File: src/rtl/ef_spi_target.sv
// ef_spi_target - SPI target (slave) core
//
// Receives and transmits one DW-bit frame per SPI transfer, MSB first. sck,
// ssn and mosi are asynchronous to clk, so each passes through a two-flop
// synchronizer. A third flop on sck and ssn provides edge detection. Frames
// keep flowing while ssn stays low: after the DW-th sample the next TX word
// loads straight away.
//
// Optional feature macro: EF_SPI_TARGET_RXFIFO_EN
//   defined     -> RX is a 2**FIFO_AW-entry FIFO
//   not defined -> RX is a single holding register and rx_level reads 0 or 1
//
// Parameters
//   DW        frame width in bits
//   FIFO_AW   RX FIFO address width
// Ports
//   clk, rst_n           system clock and synchronous active-low reset
//   cpol, cpha           SPI mode; must stay static while ssn is low
//   sck, ssn, mosi       asynchronous SPI pins from the controller
//   miso, miso_oe        serial data back to the controller and its enable
//   tx_data/valid/ready  TX holding register write handshake
//   rx_data/valid/ready  received frame read handshake
//   rx_level             number of frames buffered
//   busy                 FSM is in ACTIVE
//   done                 one-cycle pulse per completed frame
//   overrun, underrun    sticky error flags, cleared by clr_flags
module ef_spi_target #(
  parameter int DW      = 8,
  parameter int FIFO_AW = 2
) (
  input  logic               clk,
  input  logic               rst_n,
  input  logic               cpol,
  input  logic               cpha,
  input  logic               sck,
  input  logic               ssn,
  input  logic               mosi,
  output logic               miso,
  output logic               miso_oe,
  input  logic [DW-1:0]      tx_data,
  input  logic               tx_valid,
  output logic               tx_ready,
  output logic [DW-1:0]      rx_data,
  output logic               rx_valid,
  input  logic               rx_ready,
  output logic [FIFO_AW:0]   rx_level,
  output logic               busy,
  output logic               done,
  output logic               overrun,
  output logic               underrun,
  input  logic               clr_flags
);

  localparam int CW = $clog2(DW) + 1;

  typedef enum logic {
    IDLE,
    ACTIVE
  } state_t;

  state_t          state;
  logic [2:0]      sck_q;
  logic [2:0]      ssn_q;
  logic [1:0]      mosi_q;
  logic [CW-1:0]   bit_cnt;
  logic [DW-1:0]   shift_in;
  logic [DW-1:0]   shift_out;
  logic            skip;
  logic [DW-1:0]   tx_hold;
  logic            tx_full;

  logic            sck_rise;
  logic            sck_fall;
  logic            sample_edge;
  logic            shift_edge;
  logic            ssn_fall;
  logic            ssn_high;
  logic            start;
  logic            frame_end;
  logic            load;
  logic            tx_wr;
  logic [DW-1:0]   load_word;
  logic [DW-1:0]   rx_word;
  logic            rx_pop;
  logic            overrun_set;
  logic            underrun_set;

  // Pin synchronizers. The ssn chain resets to 0 so that a reset taken
  // while ssn is held low cannot produce a false falling edge afterwards.
  always_ff @(posedge clk) begin
    if (!rst_n) begin
      sck_q  <= '0;
      ssn_q  <= '0;
      mosi_q <= '0;
    end else begin
      sck_q  <= {sck_q[1:0], sck};
      ssn_q  <= {ssn_q[1:0], ssn};
      mosi_q <= {mosi_q[0], mosi};
    end
  end

  // The sample edge is the rising sck edge when cpol == cpha, otherwise the
  // falling edge. mosi_q[1] lines up in time with sck_q[1].
  always_comb begin
    sck_rise    = sck_q[1] & ~sck_q[2];
    sck_fall    = ~sck_q[1] & sck_q[2];
    sample_edge = (cpol == cpha) ? sck_rise : sck_fall;
    shift_edge  = (cpol == cpha) ? sck_fall : sck_rise;
    ssn_fall    = ~ssn_q[1] & ssn_q[2];
    ssn_high    = ssn_q[1];
    start       = (state == IDLE) && ssn_fall;
    frame_end   = (state == ACTIVE) && !ssn_high && sample_edge &&
                  (bit_cnt == CW'(DW - 1));
    load        = start | frame_end;
    load_word   = tx_full ? tx_hold : '0;
    rx_word     = {shift_in[DW-2:0], mosi_q[1]};
    tx_wr       = tx_valid & ~tx_full;
    tx_ready    = ~tx_full;
    underrun_set = start & ~tx_full;
  end

  // TX holding register. A load empties it; a write in the same cycle as a
  // load of an empty register still lands and leaves it full.
  always_ff @(posedge clk) begin
    if (!rst_n) begin
      tx_hold <= '0;
      tx_full <= 1'b0;
    end else if (tx_wr) begin
      tx_hold <= tx_data;
      tx_full <= 1'b1;
    end else if (load) begin
      tx_full <= 1'b0;
    end
  end

  // Transfer FSM. The skip flag keeps the freshly loaded MSB on miso across
  // the first shift edge whenever that edge comes before the first sample
  // (cpha=1, and every continuation frame).
  always_ff @(posedge clk) begin
    if (!rst_n) begin
      state     <= IDLE;
      bit_cnt   <= '0;
      shift_in  <= '0;
      shift_out <= '0;
      skip      <= 1'b0;
      busy      <= 1'b0;
      miso_oe   <= 1'b0;
      miso      <= 1'b0;
    end else begin
      miso <= (state == ACTIVE && !ssn_high) ? shift_out[DW-1] : 1'b0;
      case (state)
        IDLE: begin
          bit_cnt <= '0;
          if (ssn_fall) begin
            state     <= ACTIVE;
            busy      <= 1'b1;
            miso_oe   <= 1'b1;
            shift_out <= load_word;
            skip      <= cpha;
          end
        end
        ACTIVE: begin
          if (ssn_high) begin
            state   <= IDLE;
            busy    <= 1'b0;
            miso_oe <= 1'b0;
            bit_cnt <= '0;
            skip    <= 1'b0;
          end else if (sample_edge) begin
            shift_in <= rx_word;
            if (frame_end) begin
              bit_cnt   <= '0;
              shift_out <= load_word;
              skip      <= 1'b1;
            end else begin
              bit_cnt <= bit_cnt + CW'(1);
            end
          end else if (shift_edge) begin
            if (skip) begin
              skip <= 1'b0;
            end else begin
              shift_out <= {shift_out[DW-2:0], 1'b0};
            end
          end
        end
        default: state <= IDLE;
      endcase
    end
  end

  // Sticky error flags and the frame-complete pulse. clr_flags wins over a
  // set arriving in the same cycle.
  always_ff @(posedge clk) begin
    if (!rst_n) begin
      overrun  <= 1'b0;
      underrun <= 1'b0;
      done     <= 1'b0;
    end else begin
      done <= frame_end;
      if (clr_flags) begin
        overrun  <= 1'b0;
        underrun <= 1'b0;
      end else begin
        if (overrun_set)  overrun  <= 1'b1;
        if (underrun_set) underrun <= 1'b1;
      end
    end
  end

  assign rx_pop = rx_valid & rx_ready;

`ifdef EF_SPI_TARGET_RXFIFO_EN
  localparam int DEPTH = 2 ** FIFO_AW;

  logic [DW-1:0]      rx_mem [DEPTH];
  logic [FIFO_AW-1:0] wr_ptr;
  logic [FIFO_AW-1:0] rd_ptr;
  logic [FIFO_AW:0]   count;
  logic               rx_full;
  logic               push_ok;

  // A push into a full FIFO still succeeds when a pop frees a slot in the
  // same cycle; otherwise the frame is dropped and flagged.
  always_comb begin
    rx_full     = (count == (FIFO_AW+1)'(DEPTH));
    push_ok     = frame_end && (!rx_full || rx_pop);
    overrun_set = frame_end && rx_full && !rx_pop;
    rx_valid    = (count != '0);
    rx_data     = rx_valid ? rx_mem[rd_ptr] : '0;
    rx_level    = count;
  end

  // Storage array, left unreset; rx_data is masked while the FIFO is empty.
  always_ff @(posedge clk) begin
    if (push_ok) rx_mem[wr_ptr] <= rx_word;
  end

  // Pointers wrap modulo the depth; count tracks occupancy.
  always_ff @(posedge clk) begin
    if (!rst_n) begin
      wr_ptr <= '0;
      rd_ptr <= '0;
      count  <= '0;
    end else begin
      if (push_ok) wr_ptr <= wr_ptr + FIFO_AW'(1);
      if (rx_pop)  rd_ptr <= rd_ptr + FIFO_AW'(1);
      case ({push_ok, rx_pop})
        2'b10:   count <= count + (FIFO_AW+1)'(1);
        2'b01:   count <= count - (FIFO_AW+1)'(1);
        default: count <= count;
      endcase
    end
  end
`else
  logic [DW-1:0] rx_hold;
  logic          rx_full;
  logic          push_ok;

  // Single-entry RX: the held frame is kept until consumed.
  always_comb begin
    push_ok     = frame_end && (!rx_full || rx_pop);
    overrun_set = frame_end && rx_full && !rx_pop;
    rx_valid    = rx_full;
    rx_data     = rx_hold;
    rx_level    = {{FIFO_AW{1'b0}}, rx_full};
  end

  // Holding register and its full flag.
  always_ff @(posedge clk) begin
    if (!rst_n) begin
      rx_hold <= '0;
      rx_full <= 1'b0;
    end else if (push_ok) begin
      rx_hold <= rx_word;
      rx_full <= 1'b1;
    end else if (rx_pop) begin
      rx_full <= 1'b0;
    end
  end
`endif

endmodule
File: config.mk
export PLATFORM = sky130hd
export DESIGN_NAME = ef_spi_target
export DESIGN_NICKNAME = d
export VERILOG_FILES = /design/src/rtl/ef_spi_target.sv
export SDC_FILE = /design/constraint.sdc
export NUM_CORES = 1
export LEC_CHECK = 0
export BUFFER_PORTS_ARGS = -buffer_cell sky130_fd_sc_hd__buf_4
export CELL_PAD_IN_SITES_DETAIL_PLACEMENT = 1
export CELL_PAD_IN_SITES_GLOBAL_PLACEMENT = 1
export CORE_ASPECT_RATIO = 0.7
export CORE_UTILIZATION = 35
export DETAILED_ROUTE_END_ITERATION = 7
export HOLD_SLACK_MARGIN = 0.03
export PLACE_DENSITY_LB_ADDON = 0.1
export SYNTH_ARGS = -nofsm -noshare
export SYNTH_HDL_FRONTEND = slang
export SYNTH_SLANG_ARGS = --single-unit
export TNS_END_PERCENT = 5
File: constraint.sdc
create_clock -name clk -period 3.32 [get_ports clk]
set_clock_uncertainty 0.15 [all_clocks]
set_input_delay 0.83 -clock clk [delete_from_list [all_inputs] [get_ports clk]]
set_output_delay 0.83 -clock clk [all_outputs]
set_load 0.01 [all_outputs]
==> results of run 1 <==
[stage by stage]
step                      setup WS, ns  total power, mW   util  instances  hold slack, ns
after global placement           0.531            0.748  0.418        333           0.267
after floorplan                  0.923            0.719      -        236           0.262
after global routing             0.648             1.17  0.435        341           0.317
after detailed placement         0.424            0.749  0.418        333           0.276
after CTS                        0.781             1.14  0.435        341           0.298
final                            0.776             1.11  0.435        341           0.295
[worst max path at each step]
stage | to | depth (start not counted)
2_1_floorplan | tx_full | 6
5_1_grt | rx_data[5] | 6
4_1_cts | rx_data[1] | 5
3_5_place_dp | rx_data[1] | 5
3_3_place_gp | rx_data[7] | 5
6_report | rx_data[1] | 5
[registers in the layout (all words and copies together), names as in the netlist, 2 cells and up]
signal	count
rx_data	8
shift_out	8
tx_hold	8
shift_in	7
bit_cnt	4
sck_q	3
ssn_q	3
mosi_q	2
[routing by layer]
layer	global-route usage	vias up
met1	0.239	774
met2	0.235	29
met4	0.0672	0
met5	0	-
met3	0.0405	5
li1	-	861
[cell type report]
| type | instances | area share |
|---|---|---|
| sequential | 52 | 0.412 |
| tap | 75 | 0.0371 |
| inverter | 2 | 0.00297 |
| clock inverter | 2 | 0.00545 |
| timing repair buffer | 37 | 0.110 |
| clock buffer | 6 | 0.0327 |
| multi-input combinational | 167 | 0.400 |
[layout by cell type, fill, tap and decap left out, types with 2 or more instances in the layout]
| cell | instances |
|---|---|
| buf_4 | 37 |
| nor3_1 | 2 |
| o21a_1 | 2 |
| xor2_1 | 2 |
| and2_1 | 9 |
| mux2i_1 | 2 |
| o311a_1 | 7 |
| clkbuf_8 | 6 |
| inv_1 | 2 |
| nor2_2 | 2 |
| conb_1 | 2 |
| nor2_1 | 5 |
| a21oi_1 | 6 |
| nand3_1 | 9 |
| dfxtp_1 | 52 |
| and3_1 | 15 |
| nand2_1 | 48 |
| nand2b_1 | 5 |
| a21boi_0 | 16 |
| nor3b_1 | 3 |
| or3_1 | 7 |
| nor2b_1 | 4 |
| o21ai_0 | 11 |
[worst reg2reg max path, delay by kind of cell, from the launching register on]
family	cells	cell delay (ns)
AO/OA/AOI/OAI	2	0.72
flip-flops	1	0.61
AND/OR/NAND/NOR	3	0.62
[power groups by stage]
stage / registers (mW) / logic (mW) / clock network, mW
after floorplan: 0.661 / 0.0575 / 0
after global placement: 0.665 / 0.0832 / 0
after detailed placement: 0.665 / 0.0834 / 0
after CTS: 0.651 / 0.0841 / 0.400
after global routing: 0.654 / 0.0932 / 0.427
final: 0.651 / 0.0829 / 0.381
[cells by family (layout without fill, tap and decap cells)]
group | Yosys count | after routing | synth area share
xor+xnor | 4 | 4 | 0.0199
flops | 52 | 52 | 0.487
fa+ha+maj | 1 | 1 | 0.00585
simple gates | 113 | 113 | 0.273
compound gates | 44 | 44 | 0.153
buf+inv | 17 | 47 | 0.0422
mux | 3 | 3 | 0.0164
other cells | 1 | 2 | 0.00175
==> impl_metrics.yaml, run 1 <==
run_status:
  status: "finished, final reports clean"
routing:
  vias: 1669
  drc_errors: 0
  drtAntennaViolNets: 0
  routed_via_density: 4.89
  drt-met1-wl_um: 2590
  wirelength_um: 4730
  dr_wl_met2_um: 1920
  first_iter_violations: 96
  route.met3.wl_um: 170
  avgRoutedWirePerCell_um: 13.9
  dr.max_layer_used: "met4"
  dr.pass1.iters: 4
worst_hold_path:
  holdPathStages: 1
  hold_class: "reg2reg"
  min-delay-start: "mosi_q[0]"
  hold_end: "mosi_q[1]"
global_routing:
  grt_max_degree: 58
  grt_overflow: 0
  antenna_found_initial: 0
  grt_pass1_wl_um: 8020
  grt_pass1_vias: 1618
  gr-usage-all-layers: 0.166
place:
  place_congestion: 0.706
  placed_cell_area_mm2: 0.00243
  dp_hpwl_um: 3210
  port_buffers: 34
finish:
  regArea_mm2: 0.00104
  area_delta_synth_final_pct: 18.2
  final_area_mm2: 0.00253
  antenna_cells: 0
  nets: 284
  multi_input_area_mm2: 0.00101
  drive_gt1_frac: 0.195
  num-fill-cells: 695
setup_path:
  path_cells: "buf_4 -> xnor2_2 -> mux2_4 -> nor4_4 -> o21ai_0"
  critPathRequiredTime_ns: 3.34
  end_kind: "flip-flop"
  r2r_setup_slack_ns: 1.10
  crit_path_max_incr_delay_ns: 0.71
  setup.worst_path.class: "in2reg"
  arrival_ns: 2.56
  cp-start-kind: "primary input"
  path_buf_inv: 1
  reg2reg_depth: 5
  crit_start: "cpha"
  r2r_start: "state"
  critPathMaxFanout: 16
  path_delay_family: "simple AND/OR/NAND/NOR gates"
  crit_slowest_cell: "nor4_4"
  worstReg2RegEnd: "shift_out[6]"
pwr:
  p_switching_mw: 0.264
  pwr-share-seq: 0.584
  leakage_nw: 1.05
  swShare: 0.237
  p_int_mw: 0.850
  p_clk_frac: 0.342
  power-per-cell-area_mw_per_mm2: 441
  pwr-share-comb: 0.074
  ir_drop_mv: 0.154
sta:
  rsz0062_at_grt: "no"
  worst_pin_slew_ns: 0.739
  setup_violations: 0
  hold_violations: 0
  tns_ns: 0
  fmax_mhz: 393
  finalCritPeriodShare: 0.766
  relSlewSlack: 0.504
  finalCriticalPeriod_ns: 2.54
  final_max_slew_viol_count: 0
synthesis:
  ys.flop_type: "dfxtp_1"
  synth_top_cell_by_area: "dfxtp_1"
  synth_enable_flop_cells: 0
  yosys_warnings: 0
  postSynthAreaPerCell_um2: 9.09
  async_flop_share: 0
  yosys-top-cells-count: "52 x dfxtp_1, 48 x nand2_1, 16 x a21boi_0"
  seq_area_frac_synth: 0.487
  synth-seq-cells: 52
  synthTopCellsByArea: "dfxtp_1 49%, nand2_1 8.4%, a21boi_0 5.6%"
  synth_top_area_frac: 0.487
  syn_area_mm2: 0.00214
  synth_cells: 235
  synth_cell_type_count: 35
  yosysMostFrequentCell: "dfxtp_1"
die:
  core_area_mm2: 0.00581
  start_util: 0.368
  dieHeight_um: 67.4
  die_area_mm2: 0.00643
  num_io_pins: 37
  row_count: 23
  dieWidth_um: 95.4
clock_network:
  cts_root_buf: "clkbuf_8"
  cts_sinks: 52
  hold_buffers: 0
  cts_resized: 0
  cts_buffers: 5
  clockBufferDepth: 2
  cts-htree-levels: 2
  cts_setup_buffers: 0
  clock_latency_ns: 0.31
  clkTransAtPathRegs_ns: 0.10
  cts_tree: "done"
flow_run:
  maxCapViolCount: 0
No activity file was read; power rests on OpenSTA's default activity.
==> run 2: changes to the inputs <==
- ABC_AREA: default -> 1
- clock period: 3.32 -> 2.4 ns (I/O delays scaled with it)
==> impl_metrics.yaml, run 2 <==
run_status:
  status: "finished, final reports clean"
clock_network:
  clockBufferDepth: 2
  cts_resized: 0
  cts_root_buf: "clkbuf_8"
  clkTransAtPathRegs_ns: 0.10
  cts-htree-levels: 2
  cts_setup_buffers: 0
  hold_buffers: 0
  cts_sinks: 52
  clock_latency_ns: 0.31
  cts_buffers: 5
  cts_tree: "done"
setup_path:
  r2r_setup_slack_ns: 0.61
  critPathMaxFanout: 10
  critPathRequiredTime_ns: 1.65
  end_kind: "primary output"
  crit_path_max_incr_delay_ns: 0.58
  path_cells: "inv_1 -> buf_4"
  setup.worst_path.class: "reg2out"
  cp-start-kind: "flip-flop"
  crit_slowest_cell: "dfxtp_1"
  arrival_ns: 1.20
place:
  place_congestion: 0.691
  port_buffers: 34
  dp_hpwl_um: 3690
  placed_cells: 411
sta:
  setup_violations: 0
  hold_violations: 0
  final_max_slew_viol_count: 0
  rsz0062_at_grt: "no"
  fmax_mhz: 512
  finalCritPeriodShare: 0.813
  tns_ns: 0
  finalCriticalPeriod_ns: 1.95
pwr:
  swShare: 0.218
  ir_drop_mv: 0.325
  pwr-share-comb: 0.079
  p_int_mw: 1.47
  p_clk_frac: 0.437
  power-per-cell-area_mw_per_mm2: 699
  pwr-share-seq: 0.484
  leakage_nw: 1.33
  p_switching_mw: 0.410
synthesis:
  synth_top_area_frac: 0.465
  yosys_warnings: 0
  yosysMostFrequentCell: "nand2_1"
  async_flop_share: 0
  synth_cells: 310
  yosys-top-cells-count: "78 x nand2_1, 52 x dfxtp_1, 45 x inv_1"
  seq_area_frac_synth: 0.465
  postSynthAreaPerCell_um2: 7.22
  synth_enable_flop_cells: 0
  synthTopCellsByArea: "dfxtp_1 47%, nand2_1 13%, inv_1 7.5%"
  ys.flop_type: "dfxtp_1"
  synth_cell_type_count: 29
  synth_top_cell_by_area: "dfxtp_1"
  syn_area_mm2: 0.00224
  synth-seq-cells: 52
finish:
  nets: 362
  area_delta_synth_final_pct: 20.5
  antenna_cells: 0
  instances_no_fill: 419
  layout_common_cells: "78 x nand2_1, 52 x dfxtp_1, 45 x inv_1"
  drive_gt1_frac: 0.183
  final_common_cell: "nand2_1"
die:
  dieWidth_um: 97.6
  start_util: 0.378
  dieHeight_um: 68.9
  core_area_mm2: 0.00593
  num_io_pins: 37
  row_count: 23
  die_area_mm2: 0.00672
routing:
  first_iter_violations: 64
  drtAntennaViolNets: 0
  routed_via_density: 4.50
  vias: 1887
  dr.pass1.iters: 4
  drc_errors: 0
  avgRoutedWirePerCell_um: 12.0
  wirelength_um: 5020
global_routing:
  grt_max_degree: 32
  grt_pass1_wl_um: 8530
  gr-usage-all-layers: 0.164
  grt_pass1_vias: 1839
  grt_overflow: 0
  antenna_found_initial: 0
worst_hold_path:
  hold_class: "reg2reg"
flow_run:
  maxCapViolCount: 0
run 2: changes by cell type after synthesis, moves of 5 or more:
cell / previous run / this run
a21boi_0: 16 / 0
a21oi_1: 6 / 23
and2_1: 9 / 0
and3_1: 15 / 0
inv_1: 2 / 45
nand2_1: 48 / 78
nand2b_1: 5 / 0
nor2_1: 5 / 42
o21ai_0: 11 / 23
o311a_1: 7 / 0
or3_1: 7 / 0
run 2: power groups by stage:
stage / combinational (mW) / sequential, mW / clock [mW]
finish: 0.150 / 0.912 / 0.824
global route: 0.176 / 0.916 / 0.879
CTS: 0.153 / 0.912 / 0.845
detailed placement: 0.152 / 0.932 / 0
global placement: 0.148 / 0.931 / 0
floorplan: 0.108 / 0.923 / 0
run 2: cells by family (layout without fill, tap and decap cells):
group | Yosys count | count (layout) | synth area share
xor+xnor | 2 | 2 | 0.00783
other cells | 1 | 2 | 0.00168
compound gates | 48 | 48 | 0.112
flops | 52 | 52 | 0.465
simple gates | 146 | 146 | 0.291
buf+inv | 60 | 93 | 0.117
fa+ha+maj | 1 | 1 | 0.00559
run 2: final timing paths:
check             startpoint            to  cells after the start
setup / recovery     tx_full      tx_ready                      2
hold / removal      sck_q[0]      sck_q[1]                      2
setup reg to reg  bit_cnt[1]  shift_out[1]                      7
hold reg to reg     sck_q[0]      sck_q[1]                      2
run 2: through the flow:
| stage | total power, mW | setup WS, ns | hold WS [ns] | area, um^2 | utilization |
|---|---|---|---|---|---|
| finish | 1.88 | 0.448 | 0.272 | 2700 | 0.455 |
| global placement | 1.08 | 0.323 | 0.245 | 2540 | 0.428 |
| detailed placement | 1.08 | 0.209 | 0.252 | 2540 | 0.428 |
| global route | 1.97 | 0.348 | 0.292 | 2700 | 0.455 |
| CTS | 1.91 | 0.411 | 0.276 | 2700 | 0.455 |
| floorplan | 1.03 | 0.652 | 0.240 | 2240 | - |
run 2: routing by layer:
layer	GRT usage	share of wire	up-vias	wire (um)
met2	0.271	0.43	28	2150
met5	0	0	-	0
li1	-	-	1006	-
met3	0.0363	0.030	6	153
met4	0.0607	0.012	0	59
met1	0.215	0.53	847	2650
run 2: critical path: cells and delay by family, from the launching register on:
| kind | cells | cell delay, ns |
|---|---|---|
| flops | 1 | 0.58 |
| buf+inv | 2 | 0.31 |
run 2: layout make-up:
type	count	area, um^2
clock buffer	5	68.8
inverter	48	185
clock inverter	3	90.1
multi-input combinational	199	940
timing repair buffer	37	278
fill	780	3230
sequential	52	1040
tap	75	93.8
==> run 3: changes to the inputs <==
- clock period: 2.4 -> 1.82 ns (I/O delays scaled with it)
==> impl_metrics.yaml, run 3 (synthesis results as in run 2) <==
global_routing:
  grt_pass1_vias: 1788
  grtUsageMet1: 0.215
  met2_usage: 0.257
  antenna_found_initial: 0
  gr-usage-met3: 0.0363
  busiest_layer: "met2"
  gr-usage-all-layers: 0.157
  grt_overflow: 0
  grt_pass1_wl_um: 8380
  grt_max_degree: 32
run_status:
  status: "finished, final reports clean"
clock_network:
  cts-htree-levels: 2
  clock_latency_ns: 0.30
  cts_tree: "done"
  hold_buffers: 0
  clockBufferDepth: 2
  cts_resized: 0
  cts_sinks: 52
  clkTransAtPathRegs_ns: 0.10
  cts_buffers: 5
  cts_root_buf: "clkbuf_8"
  cts_setup_buffers: 0
flow_run:
  maxCapViolCount: 0
setup_path:
  arrival_ns: 1.67
  r2r_setup_slack_ns: 0.21
  critPathRequiredTime_ns: 1.88
  setup.worst_path.class: "reg2reg"
  r2r_start: "bit_cnt[0]"
  reg2reg_depth: 6
  worstReg2RegEnd: "shift_out[4]"
  cp-start-kind: "flip-flop"
  end_kind: "flip-flop"
  critPathMaxFanout: 15
worst_hold_path:
  hold_class: "in2reg"
  min-delay-start: "ssn"
  holdPathStages: 3
  hold_end: "ssn_q[0]"
place:
  place_congestion: 0.737
  dp_hpwl_um: 3780
  placed_cells: 421
  port_buffers: 34
  placed_cell_area_mm2: 0.00261
sta:
  rsz0062_at_grt: "no"
  finalCriticalPeriod_ns: 1.61
  hold_ws_ns: 0.182
  fmax_mhz: 622
  setup_violations: 0
  tns_ns: 0
  hold_violations: 0
  final_max_slew_viol_count: 0
  finalCritPeriodShare: 0.884
routing:
  wirelength_um: 5030
  first_iter_violations: 43
  vias: 1913
  dr.pass1.iters: 4
  drtAntennaViolNets: 0
  drc_errors: 0
  routed_via_density: 4.46
  avgRoutedWirePerCell_um: 11.7
pwr:
  power-per-cell-area_mw_per_mm2: 780
  leakage_nw: 1.34
  ir_drop_mv: 0.327
  p_total_mw: 2.12
finish:
  layout_common_cells: "78 x nand2_1, 51 x dfxtp_1, 46 x buf_4"
  instances_no_fill: 429
  drive_gt1_frac: 0.212
  area_delta_synth_final_pct: 21.2
  antenna_cells: 0
  nets: 372
  final_common_cell: "nand2_1"
  final_area_mm2: 0.00271
die:
  core_area_mm2: 0.00593
  start_util: 0.378
  dieHeight_um: 68.9
  num_io_pins: 37
  die_area_mm2: 0.00672
  row_count: 23
  dieWidth_um: 97.6
[run 3: cell count changes in the layout (fill, tap and decap cells not counted)]
cell	before	now
buf_4	37	46
bufinv_16	3	0
inv_6	0	2
buf_6	0	1
clkinvlp_4	0	1
dfxtp_1	52	51
dfxtp_2	0	1
nor2_1	42	41
nor2_2	2	3
[run 3: power breakdown]
group	switching (mW)	internal, mW
Combinational	0.124	0.0901
Sequential	0.0212	1.18
Clock	0.422	0.282
[run 3: worst max path at each step]
stage,from,depth (start not counted),endpoint,slack [ns]
3_5_place_dp,cpha,9,shift_in[3],0.02
4_1_cts,sck_q[2],11,shift_out[5],0.14
2_1_floorplan,cpha,9,shift_out[1],0.22
6_report,bit_cnt[0],6,shift_out[4],0.21
3_3_place_gp,cpha,9,shift_in[3],0.05
5_1_grt,sck_q[1],11,shift_out[5],0.03
[run 3: per-layer routing]
| layer | vias to the layer above | share of wire |
|---|---|---|
| met2 | 24 | 0.42 |
| met4 | 0 | 0.0054 |
| met1 | 857 | 0.54 |
| met5 | - | 0 |
| li1 | 1030 | - |
| met3 | 2 | 0.029 |
[run 3: final cells by class]
type	count	area, um^2
Inverter	48	185
Fill cell	767	3210
Clock inverter	3	25.0
Tap cell	75	93.8
Timing Repair Buffer	47	357
Sequential cell	52	1040
Multi-Input combinational cell	199	942
Clock buffer	5	68.8
[run 3: critical path, stage by stage, from the launching register on]
cell and delay, ns:
dfxtp_1 0.38, ha_1 0.23, nand2_1 0.10, o211ai_2 0.21, nand3_4 0.21, nor2_1 0.15
nor2_1 0.06
[run 3: per-stage QoR]
step           utilization  setup WS, ns
6_report             0.458         0.212
5_1_grt              0.458        0.0269
4_1_cts              0.457         0.136
3_5_place_dp         0.441        0.0180
3_3_place_gp         0.441        0.0453
2_1_floorplan            -         0.217
